File: config.mk
export PLATFORM = sky130hd
export DESIGN_NAME = word_32_bit_uart_tx
export DESIGN_NICKNAME = d
export VERILOG_FILES = /design/src/rtl/word_32_bit_uart_tx.sv
export SDC_FILE = /design/constraint.sdc
export NUM_CORES = 1
export LEC_CHECK = 0
export ABC_AREA = 1
export CAP_MARGIN = 10
export CORE_ASPECT_RATIO = 0.7
export CORE_UTILIZATION = 47
export DETAILED_ROUTE_END_ITERATION = 6
export PLACE_DENSITY = 0.66
export SYNTH_ARGS = -nofsm -noshare
export SYNTH_HDL_FRONTEND = slang
export SYNTH_SLANG_ARGS = --single-unit
File: constraint.sdc
create_clock -name clk -period 2.35 [get_ports clk]
set_input_delay 0.3525 -clock clk [delete_from_list [all_inputs] [get_ports clk]]
set_output_delay 0.3525 -clock clk [all_outputs]
set_load 0.01 [all_outputs]
File: src/rtl/word_32_bit_uart_tx.sv
// word_32_bit_uart_tx
// Serialises one 32-bit word as eight 8N1 UART bytes, interleaving a tag byte
// before each data byte: 0x01, word[7:0], 0x02, word[15:8], 0x03, word[23:16],
// 0x04, word[31:24]. Bytes are sent back-to-back with no idle gap.
//
// Ports:
//   clk    - system clock, rising edge
//   reset  - synchronous, active-high reset
//   start  - request to send; accepted only while busy=0
//   word   - word to send; captured in the accepting cycle only
//   tx     - UART serial line, idle high (registered)
//   busy   - high while a word transfer is in progress (registered)
//   done   - one-cycle pulse in the cycle after the last stop bit (registered)
module word_32_bit_uart_tx #(
  parameter int CLKS_PER_BIT = 868
) (
  input  logic        clk,
  input  logic        reset,
  input  logic        start,
  input  logic [31:0] word,
  output logic        tx,
  output logic        busy,
  output logic        done
);

  typedef enum logic [1:0] {IDLE = 2'd0, TAG = 2'd1, DATA = 2'd2} byte_state_t;
  typedef enum logic [1:0] {START = 2'd0, BITS = 2'd1, STOP = 2'd2} bit_state_t;

  localparam logic [15:0] BAUD_LAST = 16'(CLKS_PER_BIT - 1);

  byte_state_t byte_state_r, byte_state_s;
  bit_state_t  bit_state_r, bit_state_s;
  logic [1:0]  byte_idx_r, byte_idx_s;
  logic [2:0]  bit_idx_r, bit_idx_s;
  logic [15:0] baud_cnt_r, baud_cnt_s;
  logic [31:0] word_r, word_s;
  logic        tx_r, tx_s;
  logic        busy_r, busy_s;
  logic        done_r, done_s;
  logic [7:0]  cur_byte_s;
  logic [2:0]  bit_next_s;

  assign tx   = tx_r;
  assign busy = busy_r;
  assign done = done_r;

  // Byte currently on the line: tag (index+1) or the selected data slice.
  always_comb begin
    cur_byte_s = 8'd0;
    if (byte_state_r == TAG) begin
      cur_byte_s = {6'd0, byte_idx_r} + 8'd1;
    end else begin
      cur_byte_s = word_r[{byte_idx_r, 3'b000} +: 8];
    end
    bit_next_s = bit_idx_r + 3'd1;
  end

  // State register; outputs are registered copies of the next-state values.
  always_ff @(posedge clk) begin
    if (reset) begin
      byte_state_r <= IDLE;
      bit_state_r  <= START;
      byte_idx_r   <= 2'd0;
      bit_idx_r    <= 3'd0;
      baud_cnt_r   <= 16'd0;
      word_r       <= 32'd0;
      tx_r         <= 1'b1;
      busy_r       <= 1'b0;
      done_r       <= 1'b0;
    end else begin
      byte_state_r <= byte_state_s;
      bit_state_r  <= bit_state_s;
      byte_idx_r   <= byte_idx_s;
      bit_idx_r    <= bit_idx_s;
      baud_cnt_r   <= baud_cnt_s;
      word_r       <= word_s;
      tx_r         <= tx_s;
      busy_r       <= busy_s;
      done_r       <= done_s;
    end
  end

  // Next-state logic for the byte and bit FSMs. tx_s is the line level for
  // the following cycle, so each bit boundary loads the next bit's value.
  always_comb begin
    byte_state_s = byte_state_r;
    bit_state_s  = bit_state_r;
    byte_idx_s   = byte_idx_r;
    bit_idx_s    = bit_idx_r;
    baud_cnt_s   = baud_cnt_r;
    word_s       = word_r;
    tx_s         = tx_r;
    busy_s       = busy_r;
    done_s       = 1'b0;
    case (byte_state_r)
      IDLE: begin
        tx_s        = 1'b1;
        busy_s      = 1'b0;
        bit_state_s = START;
        bit_idx_s   = 3'd0;
        baud_cnt_s  = 16'd0;
        byte_idx_s  = 2'd0;
        if (start) begin
          // First start bit goes out in the very next cycle.
          byte_state_s = TAG;
          word_s       = word;
          tx_s         = 1'b0;
          busy_s       = 1'b1;
        end else begin
          byte_state_s = IDLE;
        end
      end
      TAG, DATA: begin
        busy_s = 1'b1;
        if (baud_cnt_r != BAUD_LAST) begin
          baud_cnt_s = baud_cnt_r + 16'd1;
        end else begin
          baud_cnt_s = 16'd0;
          case (bit_state_r)
            START: begin
              bit_state_s = BITS;
              bit_idx_s   = 3'd0;
              tx_s        = cur_byte_s[0];
            end
            BITS: begin
              if (bit_idx_r == 3'd7) begin
                bit_state_s = STOP;
                tx_s        = 1'b1;
              end else begin
                bit_idx_s = bit_next_s;
                tx_s      = cur_byte_s[bit_next_s];
              end
            end
            STOP: begin
              // End of byte: chain directly into the next start bit.
              bit_state_s = START;
              bit_idx_s   = 3'd0;
              if (byte_state_r == TAG) begin
                byte_state_s = DATA;
                tx_s         = 1'b0;
              end else if (byte_idx_r != 2'd3) begin
                byte_state_s = TAG;
                byte_idx_s   = byte_idx_r + 2'd1;
                tx_s         = 1'b0;
              end else begin
                byte_state_s = IDLE;
                byte_idx_s   = 2'd0;
                tx_s         = 1'b1;
                busy_s       = 1'b0;
                done_s       = 1'b1;
              end
            end
            default: begin
              byte_state_s = IDLE;
              bit_state_s  = START;
              tx_s         = 1'b1;
              busy_s       = 1'b0;
            end
          endcase
        end
      end
      default: begin
        byte_state_s = IDLE;
        bit_state_s  = START;
        tx_s         = 1'b1;
        busy_s       = 1'b0;
      end
    endcase
  end

endmodule

==> flow_metrics.env, run 1 <==
export IMPL_synth_top_area_share=0.3896
export IMPL_wl_um=6985
export IMPL_drc=0
export IMPL_htreeDepth=3
export IMPL_overflow=0
export IMPL_swShare=0.3814
export IMPL_crit_path_end="tx"
export IMPL_end_kind="flop"
export IMPL_drv_slew=0
export IMPL_layout_commonest_cell="nand2_1"
export IMPL_root_buffer="clkbuf_8"
export IMPL_ys_warn_count=0
export IMPL_layout_common_cells="nand2_1, dfxtp_1, inv_1"
export IMPL_path_clk_slew_ns=0.07
export IMPL_synth_nets=467
export IMPL_tns_ns=0
export IMPL_drtIter0Drc=172
export IMPL_synth_compound_area_share=0.1834
export IMPL_gp_congestion=0.8790
export IMPL_postRouteAntennaNets=0
export IMPL_vias=2772
export IMPL_avgSynthCellArea_um2=7.254
export IMPL_finalInstanceArea_mm2=0.003767
export IMPL_rsz0062_at_grt="false"
export IMPL_tightest_slew_ns=0.6593
export IMPL_area_growth_synth_to_final_pct=22.20
export IMPL_synth_cells=425
export IMPL_whs_ns=0.4568
export IMPL_io_pins=38
export IMPL_clock_path_buffers=2
export IMPL_max_slew_margin_rel=0.5604
export IMPL_routedWlPerCell_um=12.79
export IMPL_yosysSeqAreaShare=0.3896
export IMPL_yosys_area_share_simple=0.2703
export IMPL_synth_ff_latch_count=60
export IMPL_clkPwrFrac=0.267
export IMPL_fp_row_count=24
export IMPL_netlist_area_mm2=0.003083
export IMPL_yosys_most_used_dff="dfxtp_1"
export IMPL_r2r_start="byte_state_r[1]"
export IMPL_hold_viol=0
export IMPL_drive_above_1_share=0.1303
export IMPL_worstReg2RegEnd="tx"
export IMPL_criticalPathCategory="flop to flop"
export IMPL_leakage_nw=1.484
export IMPL_synth_edf_count=0
export IMPL_reg2reg_setup_slack_ns=0.58
export IMPL_yosys_area_top_type="dfxtp_1"
export IMPL_track_usage=0.2194
export IMPL_drv_cap=0
export IMPL_postCtsResizedCells=0
export IMPL_synthAdderAreaFrac=0.02841
export IMPL_cts_hold_buf=0
export IMPL_dr_pass1_iters=4
export IMPL_synthXorXnorAreaFrac=0.01420
export IMPL_dieHeight_um=69.76
export IMPL_r2r_cells=17
export IMPL_synthTopCellsByArea="dfxtp_1, nand2_1, a21oi_1, inv_1, o21ai_0"
export IMPL_async_flop_share=0
export IMPL_dpl_hpwl_um=5296
export IMPL_fillCellCount=584
export IMPL_required_ns=2.58
export IMPL_cts_sinks=60
export IMPL_clk_latency_ns=0.34
export IMPL_p_sw_w=0.001655
export IMPL_cts_tree="done"
export IMPL_die_w_um=98.80
export IMPL_first_global_vias=2514
export IMPL_setup_viol=0
export IMPL_n_antenna_cell=0
export IMPL_p_comb_frac=0.421
export IMPL_antenna_found_initial=0
export IMPL_grt_max_degree=42
export IMPL_pwr_share_seq=0.312
export IMPL_synth_top_family_by_area="simple AND/OR/NAND/NOR gates"
export IMPL_hp_class="flop to flop"
export IMPL_finalNetCount=505
export IMPL_ys_types=45
export IMPL_path_max_fanout=7
export IMPL_final_setup_skew_ns=0.004746
export IMPL_via_per_inst=5.077
export IMPL_cts_buffers=9
export IMPL_vdd_ir_drop_max_mv=0.5664
export IMPL_start_util=0.4912
export IMPL_post_route_period_util=0.7541
export IMPL_status="complete, no violations"
export IMPL_arrival_ns=2.00
export IMPL_postCtsSetupRepairBufs=0
export IMPL_p_int_w=0.002684
export IMPL_dpl_cell_area_mm2=0.003517
export IMPL_dieArea_mm2=0.006892
export IMPL_min_period_ns=1.772
export IMPL_crit_path_start="byte_state_r[1]"
export IMPL_cp_start_kind="flop"
export IMPL_synthMuxAreaShare=0
export IMPL_port_buffers=37
export IMPL_grt_pass1_wl_um=11830
export IMPL_core_area_mm2=0.006276
export IMPL_powerDensity_mw_per_mm2=1152
export IMPL_fmax_ghz=0.5643
==> Yosys cell counts, types with 2 or more instances <==
| master | number |
|---|---|
| nand2_1 | 68 |
| dfxtp_1 | 60 |
| inv_1 | 52 |
| nor2_1 | 41 |
| a21oi_1 | 40 |
| o21ai_0 | 37 |
| nand3_1 | 24 |
| inv_2 | 9 |
| clkbuf_1 | 8 |
| ha_1 | 7 |
| nor3_1 | 7 |
| o21ai_1 | 6 |
| buf_2 | 5 |
| nand4_1 | 5 |
| a21oi_2 | 4 |
| nand3_2 | 4 |
| nor4_1 | 4 |
| xor2_1 | 4 |
| a211oi_1 | 3 |
| nor2_4 | 3 |
| o31ai_1 | 3 |
| a211oi_2 | 2 |
| buf_6 | 2 |
| clkinv_4 | 2 |
| nand2_2 | 2 |
| nor2_2 | 2 |
| o211ai_1 | 2 |
| or2_2 | 2 |
==> power by group through the flow <==
| stage | clock [W] | sequential [W] | combinational (W) |
|---|---|---|---|
| 2_1_floorplan | 0 | 0.00134 | 0.00144 |
| 3_3_place_gp | 0 | 0.00137 | 0.00179 |
| 3_5_place_dp | 0 | 0.00138 | 0.00182 |
| 4_1_cts | 0.00118 | 0.00136 | 0.00183 |
| 5_1_grt | 0.00123 | 0.00138 | 0.00206 |
| 6_report | 0.00116 | 0.00135 | 0.00183 |
==> metal layers <==
metal  routed length, um  vias up  track usage
met5                   0        -            0
met4                  51        0      0.04478
met3                 490        5      0.06956
met2                2567       87       0.2890
met1                3875     1217       0.3409
li1                    -     1463            -
==> sequential cells by signal, indices dropped and copies added (netlist names) <==
name          count
busy              1
done              1
tx                1
baud_cnt_r       16
bit_state_r       2
word_r           32
bit_idx_r         3
byte_state_r      2
byte_idx_r        2
==> how the worst min path moves through the flow <==
stage / cells after the start / from / slack (ns) / to
2_1_floorplan: 2 / word_r[25] / 0.43 / word_r[25]
3_5_place_dp: 2 / word_r[20] / 0.45 / word_r[20]
3_3_place_gp: 2 / word_r[20] / 0.44 / word_r[20]
5_1_grt: 2 / word_r[25] / 0.48 / word_r[25]
4_1_cts: 2 / word_r[20] / 0.46 / word_r[20]
6_report: 2 / word_r[8] / 0.46 / word_r[8]
==> metrics by stage <==
| stage | utilization | std cells | power [W] | worst slack [ns] |
|---|---|---|---|---|
| final | 0.6003 | 546 | 0.004339 | 0.5779 |
| after global routing | 0.6003 | 546 | 0.004670 | 0.2783 |
| after CTS | 0.6003 | 546 | 0.004367 | 0.5797 |
| after detailed placement | 0.5604 | 530 | 0.003198 | 0.6067 |
| after global placement | 0.5604 | 530 | 0.003164 | 0.6216 |
| after floorplan | - | 425 | 0.002780 | 0.6203 |
==> area by class of cell <==
cell class,count,area (um2),area share
well taps,78,97.59,0.02591
repair buffers,45,430.4,0.1142
clock buffers,12,155.1,0.04118
inverters,65,257.7,0.06842
multi-input cells,282,1530,0.4062
flip-flops and latches,60,1201,0.3188
clock inverters,4,95.09,0.02524
==> kinds of logic (layout without fill, tap and decap cells) <==
logic type,Yosys count,in the layout
compound gates,100,100
xor+xnor,5,5
fa+ha+maj,7,7
buf+inv,83,126
flops,60,60
simple gates,170,170
==> worst max-delay path, stage by stage (launching register included) <==
cell	delay, ns
dfxtp_1	0.32
inv_1	0.07
ha_1	0.31
inv_2	0.12
nand3_1	0.10
nand2_1	0.05
nand2_1	0.09
nand2_1	0.06
nand3b_1	0.09
nand2_1	0.07
nand2_1	0.05
nand2_1	0.05
nand2_1	0.05
nand2_1	0.04
nand2_1	0.05
nand2_1	0.05
nand2_1	0.05
nand2_1	0.04
(Power assumes the default switching activity.)
==> inputs of run 2 (changes only) <==
PLACE_DENSITY = 0.69   (was 0.66)
clock period = 1.54 ns   (was 2.35 ns; I/O delays follow)
==> run 2 against run 1 <==
Net effect: the run now ends with negative setup slack left; die area unchanged; global-route usage increased by 3.6 points; sequential share of layout area decreased by 4.3 points; combinational power grew 120%; non-clock buffer count increased by 50; register-to-register slack got worse by 0.70 ns; clock power increased by 24%.
==> flow_metrics.env, run 2 (synthesized netlist as in run 1, its figures left out) <==
export IMPL_port_buffers=37
export IMPL_grt_max_degree=43
export IMPL_dieArea_mm2=0.006892
export IMPL_power_w=0.007493
export IMPL_path_max_fanout=9
export IMPL_wl_um=8626
export IMPL_required_ns=1.79
export IMPL_cts_tree="done"
export IMPL_top_layer="met4"
export IMPL_postRouteAntennaNets=0
export IMPL_grt_pass1_wl_um=13550
export IMPL_fmax_ghz=0.6005
export IMPL_cts_buffers=9
export IMPL_wl_met2_um=3759
export IMPL_dieHeight_um=69.76
export IMPL_clkPwrFrac=0.192
export IMPL_crit_path_end="baud_cnt_r[4]"
export IMPL_routedWlPerCell_um=14.45
export IMPL_drc=0
export IMPL_die_w_um=98.80
export IMPL_clk_latency_ns=0.35
export IMPL_drive_above_1_share=0.3121
export IMPL_hp_class="flop to flop"
export IMPL_final_setup_skew_ns=0.005406
export IMPL_htreeDepth=3
export IMPL_core_area_mm2=0.006276
export IMPL_gp_congestion=0.8811
export IMPL_regMostFlops="word_r"
export IMPL_n_antenna_cell=0
export IMPL_drtIter0Drc=214
export IMPL_vdd_ir_drop_max_mv=0.8922
export IMPL_pre_cts_ws_ns=-0.09732
export IMPL_status="finished with violations"
export IMPL_antenna_found_initial=0
export IMPL_io_pins=38
export IMPL_drv_slew=0
export IMPL_area_growth_synth_to_final_pct=42.21
export IMPL_rsz0062_at_grt="true"
export IMPL_largest_reg_flops=32
export IMPL_layout_common_cells="nand2_1, dfxtp_1, buf_4"
export IMPL_cts_sinks=60
export IMPL_p_sw_w=0.003121
export IMPL_post_route_period_util=1.081
export IMPL_arrival_ns=1.92
export IMPL_r2r_start="byte_state_r[0]"
export IMPL_min_period_ns=1.665
export IMPL_p_comb_frac=0.534
export IMPL_criticalPathCategory="flop to flop"
export IMPL_drv_cap=0
export IMPL_fp_row_count=24
export IMPL_dpl_hpwl_um=5517
export IMPL_reg2reg_setup_slack_ns=-0.13
export IMPL_hold_viol=0
export IMPL_dr_pass1_iters=5
export IMPL_fin_ws_ns=-0.1253
export IMPL_r2r_cells=6
export IMPL_p_int_w=0.004372
export IMPL_track_usage=0.2551
export IMPL_overflow=0
export IMPL_end_kind="flop"
export IMPL_leakage_nw=1.742
export IMPL_max_slew_margin_rel=0.7095
export IMPL_crit_path_start="byte_state_r[0]"
export IMPL_tightest_slew_ns=0.4324
export IMPL_cp_start_kind="flop"
export IMPL_violations="negative setup slack"
export IMPL_powerDensity_mw_per_mm2=1709
export IMPL_clock_path_buffers=2
export IMPL_pwr_share_seq=0.274
export IMPL_start_util=0.4912
export IMPL_root_buffer="clkbuf_8"
export IMPL_worstReg2RegEnd="baud_cnt_r[4]"
export IMPL_first_global_vias=2784
export IMPL_layout_commonest_cell="nand2_1"
export IMPL_finalNetCount=556
export IMPL_setup_viol=23
export IMPL_via_per_inst=5.224
export IMPL_route_met3_wl_um=525
export IMPL_path_clk_slew_ns=0.07
export IMPL_swShare=0.4166
export IMPL_largest_registers="word_r x32, baud_cnt_r x16, bit_idx_r x3"
export IMPL_wl_met1_um=4192
export IMPL_vias=3119
-- run 2: power by group through the flow --
stage          combinational [W]  sequential [W]  clock, W
5_1_grt                  0.00435         0.00209   0.00152
6_report                 0.00400         0.00206   0.00144
3_5_place_dp             0.00312         0.00207         0
2_1_floorplan            0.00225         0.00206         0
4_1_cts                  0.00356         0.00205   0.00144
3_3_place_gp             0.00305         0.00206         0
-- run 2: critical path, cell delays in order (launching register included) --
cell,delay (ns)
dfxtp_2,0.33
buf_4,0.14
ha_2,0.31
buf_4,0.20
nor3_4,0.22
nand2_1,0.09
a211oi_1,0.28
-- run 2: worst min-delay path by stage --
stage,from,endpoint,slack (ns),cells past startpoint
floorplan,word[0],word_r[0],0.40,2
global placement,word_r[24],word_r[24],0.44,2
detailed placement,word_r[9],word_r[9],0.44,2
CTS,word_r[9],word_r[9],0.46,2
global route,word_r[9],word_r[9],0.48,2
finish,word_r[15],word_r[15],0.46,2
-- run 2: timing repair --
action | in CTS | in global routing
hold buffers | 0 | 0
setup endpoints to repair | 26 | 28
pin swaps | 13 | 17
buffers inserted | 7 | 7
cloned | 1 | 0
endpoints found under the hold margin | 0 | 0
resized for setup | 30 | 33
-- run 2: stage by stage --
step	TNS [ns]	utilization	std cells	area, um2	hold slack, ns
6_report	-1.396	0.6986	597	4384	0.4563
5_1_grt	-3.645	0.6986	597	4384	0.4769
4_1_cts	-0.4651	0.6697	591	4203	0.4566
3_5_place_dp	-1.348	0.6104	567	3831	0.4449
3_3_place_gp	-0.3473	0.6104	567	3831	0.4396
2_1_floorplan	0	-	425	3100	0.3977
-- run 2: cell type report --
type / instances / area, um2
Tap cell: 78 / 97.59
Clock inverter: 7 / 76.32
Inverter: 65 / 262.8
Fill cell: 479 / 1892
Timing Repair Buffer: 95 / 838.3
Timing Repair inverter: 1 / 7.507
Multi-Input combinational cell: 282 / 1768
Clock buffer: 9 / 123.9
Sequential cell: 60 / 1210
-- run 2: per-layer routing --
layer	track usage	vias up
li1	-	1557
met2	0.3574	98
met4	0.09287	0
met3	0.06653	18
met5	0	-
met1	0.3733	1446
